$ cat config.mk
export PLATFORM = sky130hd
export DESIGN_NAME = instruction_fetch_ctrl
export DESIGN_NICKNAME = d
export VERILOG_FILES = /design/src/rtl/instruction_fetch_ctrl.sv
export SDC_FILE = /design/constraint.sdc
export NUM_CORES = 1
export LEC_CHECK = 0
export CORE_UTILIZATION = 39
export DETAILED_ROUTE_END_ITERATION = 12
export PLACE_DENSITY = 0.79
export SETUP_SLACK_MARGIN = 0.1
export SYNTH_ARGS = -nofsm -noshare
export SYNTH_HDL_FRONTEND = slang
export SYNTH_SLANG_ARGS = --single-unit
$ cat constraint.sdc
create_clock -name clk -period 1.5 [get_ports clk]
set_clock_uncertainty 0.1 [all_clocks]
set_input_delay 0.45 -clock clk [delete_from_list [all_inputs] [get_ports clk]]
set_output_delay 0.45 -clock clk [all_outputs]
set_load 0.02 [all_outputs]
$ cat src/rtl/instruction_fetch_ctrl.sv
// Instruction fetch controller: records switch words into program memory,
// runs the stored program from PC 0, or issues a single instruction taken
// from the switches. Each fetched instruction is held for the execute stage
// until exec_done.
module instruction_fetch_ctrl (
   input  logic        clk,
   input  logic        rst,
   input  logic        start,
   input  logic        ext_exec,
   input  logic        rec_req,
   input  logic [2:0]  rec_addr,
   input  logic [11:0] instr_in,
   input  logic        exec_done,
   output logic [2:0]  address,
   output logic        isexternal,
   output logic        record,
   output logic [11:0] instr_out,
   output logic        instr_valid,
   output logic [2:0]  pc,
   output logic        busy,
   output logic        prog_done,
   output logic [3:0]  exec_count
);

   typedef enum logic [2:0] {
      IDLE    = 3'd0,
      REC     = 3'd1,
      REQ     = 3'd2,
      CAPTURE = 3'd3,
      EXEC    = 3'd4,
      NEXT    = 3'd5
   } state_t;

   state_t      state, state_nx;
   logic        ext_q;       // current fetch comes from the switches
   logic [2:0]  rec_addr_q;  // record slot captured when the request is taken
   logic        halt;

   // A halt opcode only ends a stored-program run; external words always execute.
   assign halt = !ext_q && (instr_in[11:9] == 3'b111);

   // State register; reset returns to IDLE at once.
   always_ff @(posedge clk or posedge rst) begin
      if (rst) state <= IDLE;
      else     state <= state_nx;
   end

   // Next-state logic; requests are only honoured in IDLE.
   always_comb begin
      state_nx = state;
      case (state)
         IDLE: begin
            if (rec_req)       state_nx = REC;
            else if (ext_exec) state_nx = REQ;
            else if (start)    state_nx = REQ;
         end
         REC:     state_nx = IDLE;
         REQ:     state_nx = CAPTURE;
         CAPTURE: state_nx = halt ? IDLE : EXEC;
         EXEC:    if (exec_done) state_nx = NEXT;
         NEXT:    state_nx = (ext_q || pc == 3'd7) ? IDLE : REQ;
         default: state_nx = IDLE;
      endcase
   end

   // Datapath registers: pc, ext flag, record slot, held instruction, counters.
   always_ff @(posedge clk or posedge rst) begin
      if (rst) begin
         pc         <= '0;
         ext_q      <= 1'b0;
         rec_addr_q <= '0;
         instr_out  <= '0;
         prog_done  <= 1'b0;
         exec_count <= '0;
      end else begin
         prog_done <= 1'b0;
         case (state)
            IDLE: begin
               if (rec_req) rec_addr_q <= rec_addr;
               else if (ext_exec) ext_q <= 1'b1;
               else if (start) begin
                  pc    <= '0;
                  ext_q <= 1'b0;
               end
            end
            CAPTURE: begin
               instr_out <= instr_in;
               if (halt) begin
                  pc        <= '0;
                  prog_done <= 1'b1;
               end
            end
            EXEC: if (exec_done) exec_count <= exec_count + 4'd1;
            NEXT: begin
               if (ext_q) ext_q <= 1'b0;
               else if (pc == 3'd7) begin
                  pc        <= '0;
                  prog_done <= 1'b1;
               end else pc <= pc + 3'd1;
            end
            default: ;
         endcase
      end
   end

   // Memory-side and status outputs decoded from the current state and registers.
   always_comb begin
      address     = (state == REC) ? rec_addr_q : pc;
      record      = (state == REC);
      isexternal  = ext_q && (state == REQ || state == CAPTURE);
      instr_valid = (state == EXEC);
      busy        = (state != IDLE);
   end

endmodule

# Word-level counts from Yosys, hierarchy flattened
# Index checks and enable logic that the tools add are counted.
# classes
addsub	2
n_mux	23
n_eq_ne	15
reduce_logical	14
# ops
cell	count
2-to-1 mux 3 bit	12
case mux 3 bit (5 select lines)	1
equality test 3 bit, second input constant	4
inequality test 2 bit, second input constant	6
case mux 3 bit (3 select lines)	1
equality test 3 x 2 -> 1 bit, second input constant	2
2-to-1 mux 1 bit	6
AND reduction 2 bit	3
AND reduction 6 bit	1
nonzero test 3 bit	2
adder 4 x 1 -> 4 bit, second input constant	1
inequality test 4 bit, second input constant	1
case mux 1 bit (2 select lines)	2
adder 3 x 1 -> 3 bit, second input constant	1
equality test 3 x 1 -> 1 bit, second input constant	1
zero test 3 bit	1
inequality test 3 bit, second input constant	1
AND reduction 3 bit	1
logical AND 1 bit	2
logical OR 1 bit	2
2-to-1 mux 2 bit	1
nonzero test 2 bit	1
zero test 1 bit	1
# totals
word_cells	61
out_inout_bits	27
regBits	27

# Logic depth before layout (Yosys ltp)
# Gate-level depths: netlist of the first run.
# logic_depth
word_depth	4
mapped_depth	5
mapped_depth_nobuf	5

# Worst setup path after synthesis of the first run
# OpenSTA, ideal clock, no wires.
# synth_path
path_kind	register -> output
start	register state[1]
end	output port address[0]
arrival_time_ns	1.427
n_path_buf	1
slack_ns	-0.477
t_required_ns	0.950
stages_incl_launch_ff	4
path_cell_list	dfrtp_1 buf_4 nor3b_2 mux2_2
# synth_via
elab_chain_len	2
# synth_lines
item	line_no	rtl
start, declared	34	state_t state, state_nx;
start signal, assigned	45	else state <= state_nx;
equality test 3 x 1 -> 1 bit	--	
via record	16	output logic record,
2-to-1 mux 3 bit	108	address = (state == REC) ? rec_addr_q : pc;
end, declared	14	output logic [2:0] address,
# The timed path passes the listed nets, and every way through them passes these cells.

# Worst setup path in the final report of the first run
# layout_path
start	register state[1]
end	output port address[1]
# layout_via
elab_chain_len	2
# layout_lines
item	line_no
equality test 3 x 1 -> 1 bit	108
2-to-1 mux 3 bit	108
# No other way between the ends.

==> results.py, run 1 <==
metrics = {
    "global_routing": {
        "grt.met1_usage": 0.2238,
        "grt_pass1_vias": 1106,
        "grt_most_used_layer": "met2",
        "grt_pass1_wl_microns": 4830,
        "met2_usage": 0.3344,
        "grt_start_max_net_pins": 28,
        "grt_use_total": 0.1850,
        "grt_use_met3": 0.03275,
        "grt_antenna_before_repair": 0,
        "gr-total-overflow": 0,
    },
    "floorplanning": {
        "die_w_microns": 59.18,
        "die_y_microns": 59.18,
        "rows": 20,
        "dieArea_sq_um": 3502,
        "start_util": 0.4142,
        "ioPinCount": 48,
        "fp.coreArea_sq_um": 3078,
    },
    "route": {
        "viasPerCell": 4.986,
        "vias": 1067,
        "dr.pass1.iters": 4,
        "ant_nets": 0,
        "drt_iter0_drc": 21,
        "drc_errors": 0,
        "routed_wl_microns": 2906,
        "avgRoutedWirePerCell_microns": 13.58,
    },
    "synth": {
        "synthCells": 98,
        "yosysUniqueCellTypes": 30,
        "synth.avg_cell_area_sq_um": 13.01,
        "ys_seq_area_frac": 0.5299,
        "synthesis.nets": 122,
        "ys_ff_latch": 27,
        "yosysTopAreaCell": "dfrtp_1",
        "synth_area_sq_um": 1275,
        "ys_warn_count": 0,
        "synth_top_area_share": 0.5299,
        "yosys-top-cells-area": "dfrtp_1 53%, mux2_2 17%, ha_1 2.9%",
    },
    "layout": {
        "area_growth_pct": 64.97,
        "fill_cells": 227,
        "fin_nets": 195,
        "final_common_cell": "buf_6",
        "drive_above_1_share": 0.5059,
        "mostFrequentLayoutCells": "29 x buf_6, 27 x dfrtp_1, 20 x clkdlybuf4s50_1",
        "final_area_sq_um": 2103,
        "fin_util": 0.6833,
        "diodes": 0,
    },
    "sta": {
        "setup_violations": 17,
        "worstMarginPinSlew_ns": 0.3157,
        "max_freq_mhz": 464.4,
        "slew_violations": 0,
        "fin_ws_ns": -0.6531,
        "hold_violations": 0,
        "min_period_ns": 2.153,
        "rsz0062_at_grt": "yes",
        "timing.final.crit_share": 1.435,
        "slew_headroom": 0.7892,
    },
    "cts": {
        "path_clk_slew_ns": 0.14,
        "holdBufCountCts": 0,
        "cts_root_buf": "clkbuf_4",
        "cts_buffers": 3,
        "max-clock-path-buffers": 2,
        "clkLatencyLatePin_ns": 0.33,
        "clkSinkCount": 27,
        "cts_tree": "yes",
        "h-tree-depth": 1,
    },
    "critical_path": {
        "crit_path_max_fanout": 3,
        "reg2regPathDepth": 5,
        "r2r-end": "rec_addr_q[1]$_DFFE_PP0P_",
        "crit_path_end_kind": "output pin",
        "reg2reg_slack_ns": -0.20,
        "arrival_ns": 1.60,
        "critPathLaunchType": "register",
        "crit_required_ns": 0.95,
        "r2r-start": "state[1]$_DFFE_PP0P_",
        "worstSetupPathType": "register to output pin",
    },
    "outcome": {
        "status": "finished with violations",
        "violations": "negative setup slack",
    },
    "job": {
        "max_cap_violations": 0,
    },
    "pwr": {
        "max-vdd-ir-drop_mv": 1.217,
        "power_mw": 4.311,
        "cellPowerDensity_nw_per_um2": 2050,
        "p_leak_nw": 0.9622,
    },
    "placement": {
        "portBuffers": 47,
        "routabilityCongestion": 0.7832,
        "hpwl_microns": 2083,
        "placed_cell_area_sq_um": 1959,
    },
    "min_path": {
        "hp-class": "input port to async pin",
    },
}
## worst max-delay path: stages (launching register included)
cell and delay (ns):
dfrtp_1 0.43, nor3b_4 0.27, buf_4 0.16, mux2_4 0.29
buf_6 0.13
## registers in the layout (all words and copies together) (netlist names)
| signal | count |
|---|---|
| exec_count | 4 |
| ext_q | 1 |
| instr_out | 12 |
| pc | 3 |
| prog_done | 1 |
| rec_addr_q | 3 |
| state | 3 |
## cell families after synthesis
kind of cell	Yosys count	share of synthesized area
buffers and inverters	7	0.03140
multiplexers	19	0.1678
XOR/XNOR	3	0.02061
AND/OR/NAND/NOR	26	0.1521
flip-flops	27	0.5299
adder cells (fa/ha/maj)	3	0.02944
AO/OA/AOI/OAI	13	0.06870
## final cells by class
class / instances / area, sq um / share of cell area
timing repair buffer: 72 / 723.2 / 0.3438
sequential: 27 / 675.6 / 0.3212
multi-input combinational: 64 / 611.8 / 0.2909
tap: 44 / 55.05 / 0.02617
clock buffer: 4 / 26.28 / 0.01249
inverter: 3 / 11.26 / 0.005354
## metrics by stage
| stage | hold slack [ns] | setup TNS [ns] | setup WS (ns) | instances |
|---|---|---|---|---|
| global placement | 0.3882 | -7.829 | -0.5988 | 204 |
| global route | 0.3411 | -6.870 | -0.7514 | 214 |
| detailed placement | 0.3981 | -8.042 | -0.6364 | 204 |
| finish | 0.3276 | -4.751 | -0.6531 | 214 |
| floorplan | 0.3809 | -0.9415 | -0.3138 | 98 |
| CTS | 0.3244 | -4.909 | -0.6599 | 212 |
## synth_stat cells (all sizes together)
library cell,instances
nand2,3
nor3b,1
mux2,19
nor2b,3
and2,2
o32ai,1
a32o,1
nand2b,1
buf,4
nor3,1
nand3b,1
ha,3
xor2,1
nor2,6
a31o,2
nor4bb,1
inv,3
xnor2,2
a21oi,1
nor4,1
nand4,4
o21ai,6
and4bb,1
a22oi,1
a2bb2oi,1
dfrtp,27
nand4b,1
## per-layer routing
layer,up-vias,share of wire
li1,497,-
met1,518,0.41
met2,49,0.51
met3,3,0.066
met4,0,0.0096
met5,-,0
## worst max path at each step
stage	cells past startpoint	end	from	slack, ns
floorplan	3	address[0]	state[2]$_DFFE_PP0P_	-0.31
global placement	3	address[1]	state[2]$_DFFE_PP0P_	-0.60
detailed placement	3	address[1]	state[2]$_DFFE_PP0P_	-0.64
CTS	4	address[1]	state[1]$_DFFE_PP0P_	-0.66
global route	4	address[1]	state[1]$_DFFE_PP0P_	-0.75
finish	4	address[1]	state[1]$_DFFE_PP0P_	-0.65
## what timing repair did
action	in CTS	in global routing
gates resized for setup	161	2
pin swaps	2	1
setup endpoints to repair	51	52
setup buffers	4	4
## where the power goes
group          internal, mW  leakage, nW  switching (mW)
clock network         0.104       0.0150           0.209
registers              1.06        0.332           0.230
logic                  1.52        0.615            1.19
Power figures use the tool's default switching activity.
==> run 2, diff against run 1 <==
- CTS_CLUSTER_DIAMETER: default -> 200
- SETUP_SLACK_MARGIN: 0.1 -> default
- SLEW_MARGIN: default -> 10
==> results.py, run 2 (synthesized netlist as in run 1, its figures left out) <==
metrics = {
    "min_path": {
        "hp-class": "input port to async pin",
    },
    "sta": {
        "rsz0062_at_grt": "yes",
        "setup_violations": 35,
        "timing.final.crit_share": 1.440,
        "min_period_ns": 2.160,
        "max_freq_mhz": 462.9,
        "slew_violations": 0,
        "whs_ns": 0.3267,
        "slew_headroom": 0.7872,
        "worstMarginPinSlew_ns": 0.3187,
        "fin_ws_ns": -0.6601,
        "hold_violations": 0,
    },
    "critical_path": {
        "crit_required_ns": 0.95,
        "crit_path_max_fanout": 3,
        "arrival_ns": 1.61,
        "crit_path_end_kind": "output pin",
        "worstSetupPathType": "register to output pin",
        "critPathLaunchType": "register",
    },
    "layout": {
        "largestRegisters": "instr_out (12), exec_count (4)",
        "fin_nets": 204,
        "final_area_sq_um": 2175,
        "drive_above_1_share": 0.5475,
        "mostFrequentLayoutCells": "27 x dfrtp_1, 22 x buf_4, 20 x clkdlybuf4s50_1",
        "area_growth_pct": 70.56,
        "diodes": 0,
        "largest_reg_flops": 12,
        "regMostFlops": "instr_out",
        "final_cells": 223,
        "final_common_cell": "dfrtp_1",
    },
    "floorplanning": {
        "ioPinCount": 48,
        "die_w_microns": 59.18,
        "start_util": 0.4142,
        "rows": 20,
        "die_y_microns": 59.18,
        "fp.coreArea_sq_um": 3078,
        "dieArea_sq_um": 3502,
    },
    "global_routing": {
        "grt_start_max_net_pins": 28,
        "grt_pass1_wl_microns": 4899,
        "grt_use_total": 0.1888,
        "grt_antenna_before_repair": 0,
        "gr-total-overflow": 0,
        "grt_pass1_vias": 1096,
    },
    "placement": {
        "post-place-ws_ns": -0.6079,
        "hpwl_microns": 2135,
        "routabilityCongestion": 0.7993,
        "dp_cells": 204,
        "portBuffers": 47,
        "placed_cell_area_sq_um": 1954,
    },
    "pwr": {
        "p_leak_nw": 1.082,
        "intPower_mw": 2.812,
        "power_mw": 4.552,
        "power.switching_mw": 1.739,
        "seq_power_share": 0.276,
        "sw_frac_of_total": 0.3822,
        "p_comb_frac": 0.654,
        "max-vdd-ir-drop_mv": 1.102,
        "p_clk_frac": 0.070,
        "cellPowerDensity_nw_per_um2": 2093,
    },
    "route": {
        "drt_iter0_drc": 17,
        "avgRoutedWirePerCell_microns": 14.78,
        "ant_nets": 0,
        "drc_errors": 0,
        "routed_wl_microns": 3297,
        "viasPerCell": 4.906,
        "vias": 1094,
        "dr.pass1.iters": 4,
    },
    "outcome": {
        "status": "finished with violations",
        "violations": "negative setup slack",
    },
    "cts": {
        "cts_buffers": 3,
        "clkSinkCount": 27,
        "path_clk_slew_ns": 0.15,
        "cts_tree": "yes",
        "max-clock-path-buffers": 2,
        "h-tree-depth": 1,
        "cts_root_buf": "clkbuf_4",
        "clkLatencyLatePin_ns": 0.33,
        "holdBufCountCts": 0,
    },
    "job": {
        "max_cap_violations": 0,
    },
}
[run 2: worst max-delay path: stages, from the launching register on]
cell	delay, ns
dfrtp_1	0.44
nor3b_4	0.26
buf_4	0.17
mux2_4	0.29
buf_6	0.13
[run 2: area by class of cell]
class,instances,area [sq um]
sequential,27,675.6
multi-input combinational,65,706.9
clock buffer,4,26.28
fill,221,903.4
tap,44,55.05
inverter,3,11.26
timing repair buffer,80,699.4
[run 2: metrics by stage]
stage | util | setup TNS, ns
floorplan | - | -0.9415
global placement | 0.6350 | -7.514
detailed placement | 0.6350 | -8.072
CTS | 0.6504 | -9.569
global route | 0.7065 | -11.50
finish | 0.7065 | -9.859
[run 2: what timing repair did]
item,4_1_cts,5_1_grt
resized for setup,140,32
pin swaps,8,7
setup endpoints to repair,35,37
endpoints found under the hold margin,0,0
buffers inserted,8,12
gates cloned,0,1
[run 2: power groups by stage]
stage | clock, mW | sequential [mW] | combinational, mW
2_1_floorplan | 0 | 1.56 | 1.06
3_3_place_gp | 0 | 1.23 | 2.39
3_5_place_dp | 0 | 1.25 | 2.45
4_1_cts | 0.327 | 1.24 | 2.55
5_1_grt | 0.355 | 1.29 | 3.16
6_report | 0.319 | 1.26 | 2.98
[run 2: worst paths after layout]
path / from / to / slack [ns] / cells after the start
max: state[2]$_DFFE_PP0P_ / address[2] / -0.66 / 4
min: rst / exec_count[2]$_DFFE_PP0P_ / 0.33 / 3
max reg2reg: state[1]$_DFFE_PP0P_ / rec_addr_q[2]$_DFFE_PP0P_ / -0.39 / 8
min reg2reg: instr_out[1]$_DFFE_PP0N_ / instr_out[1]$_DFFE_PP0N_ / 0.42 / 1
max in group asynchronous: rst / instr_out[0]$_DFFE_PP0N_ / 0.81 / 3
min in group clk: instr_out[1]$_DFFE_PP0N_ / instr_out[1]$_DFFE_PP0N_ / 0.42 / 1
[run 2: routing by layer]
layer  GRT usage  share of wire  wire length, microns  up-vias
li1            -              -                     -      518
met1      0.2440           0.45                  1471      537
met5           0              0                     0        -
met4     0.07143         0.0088                    29        0
met3     0.03057          0.049                   160        4
met2      0.3182           0.50                  1635       35
==> run 3, diff against run 2 <==
- TNS_END_PERCENT: default -> 100
==> results of run 3 <==
The final DEF is identical to that of run 2; final timing and power are the same.
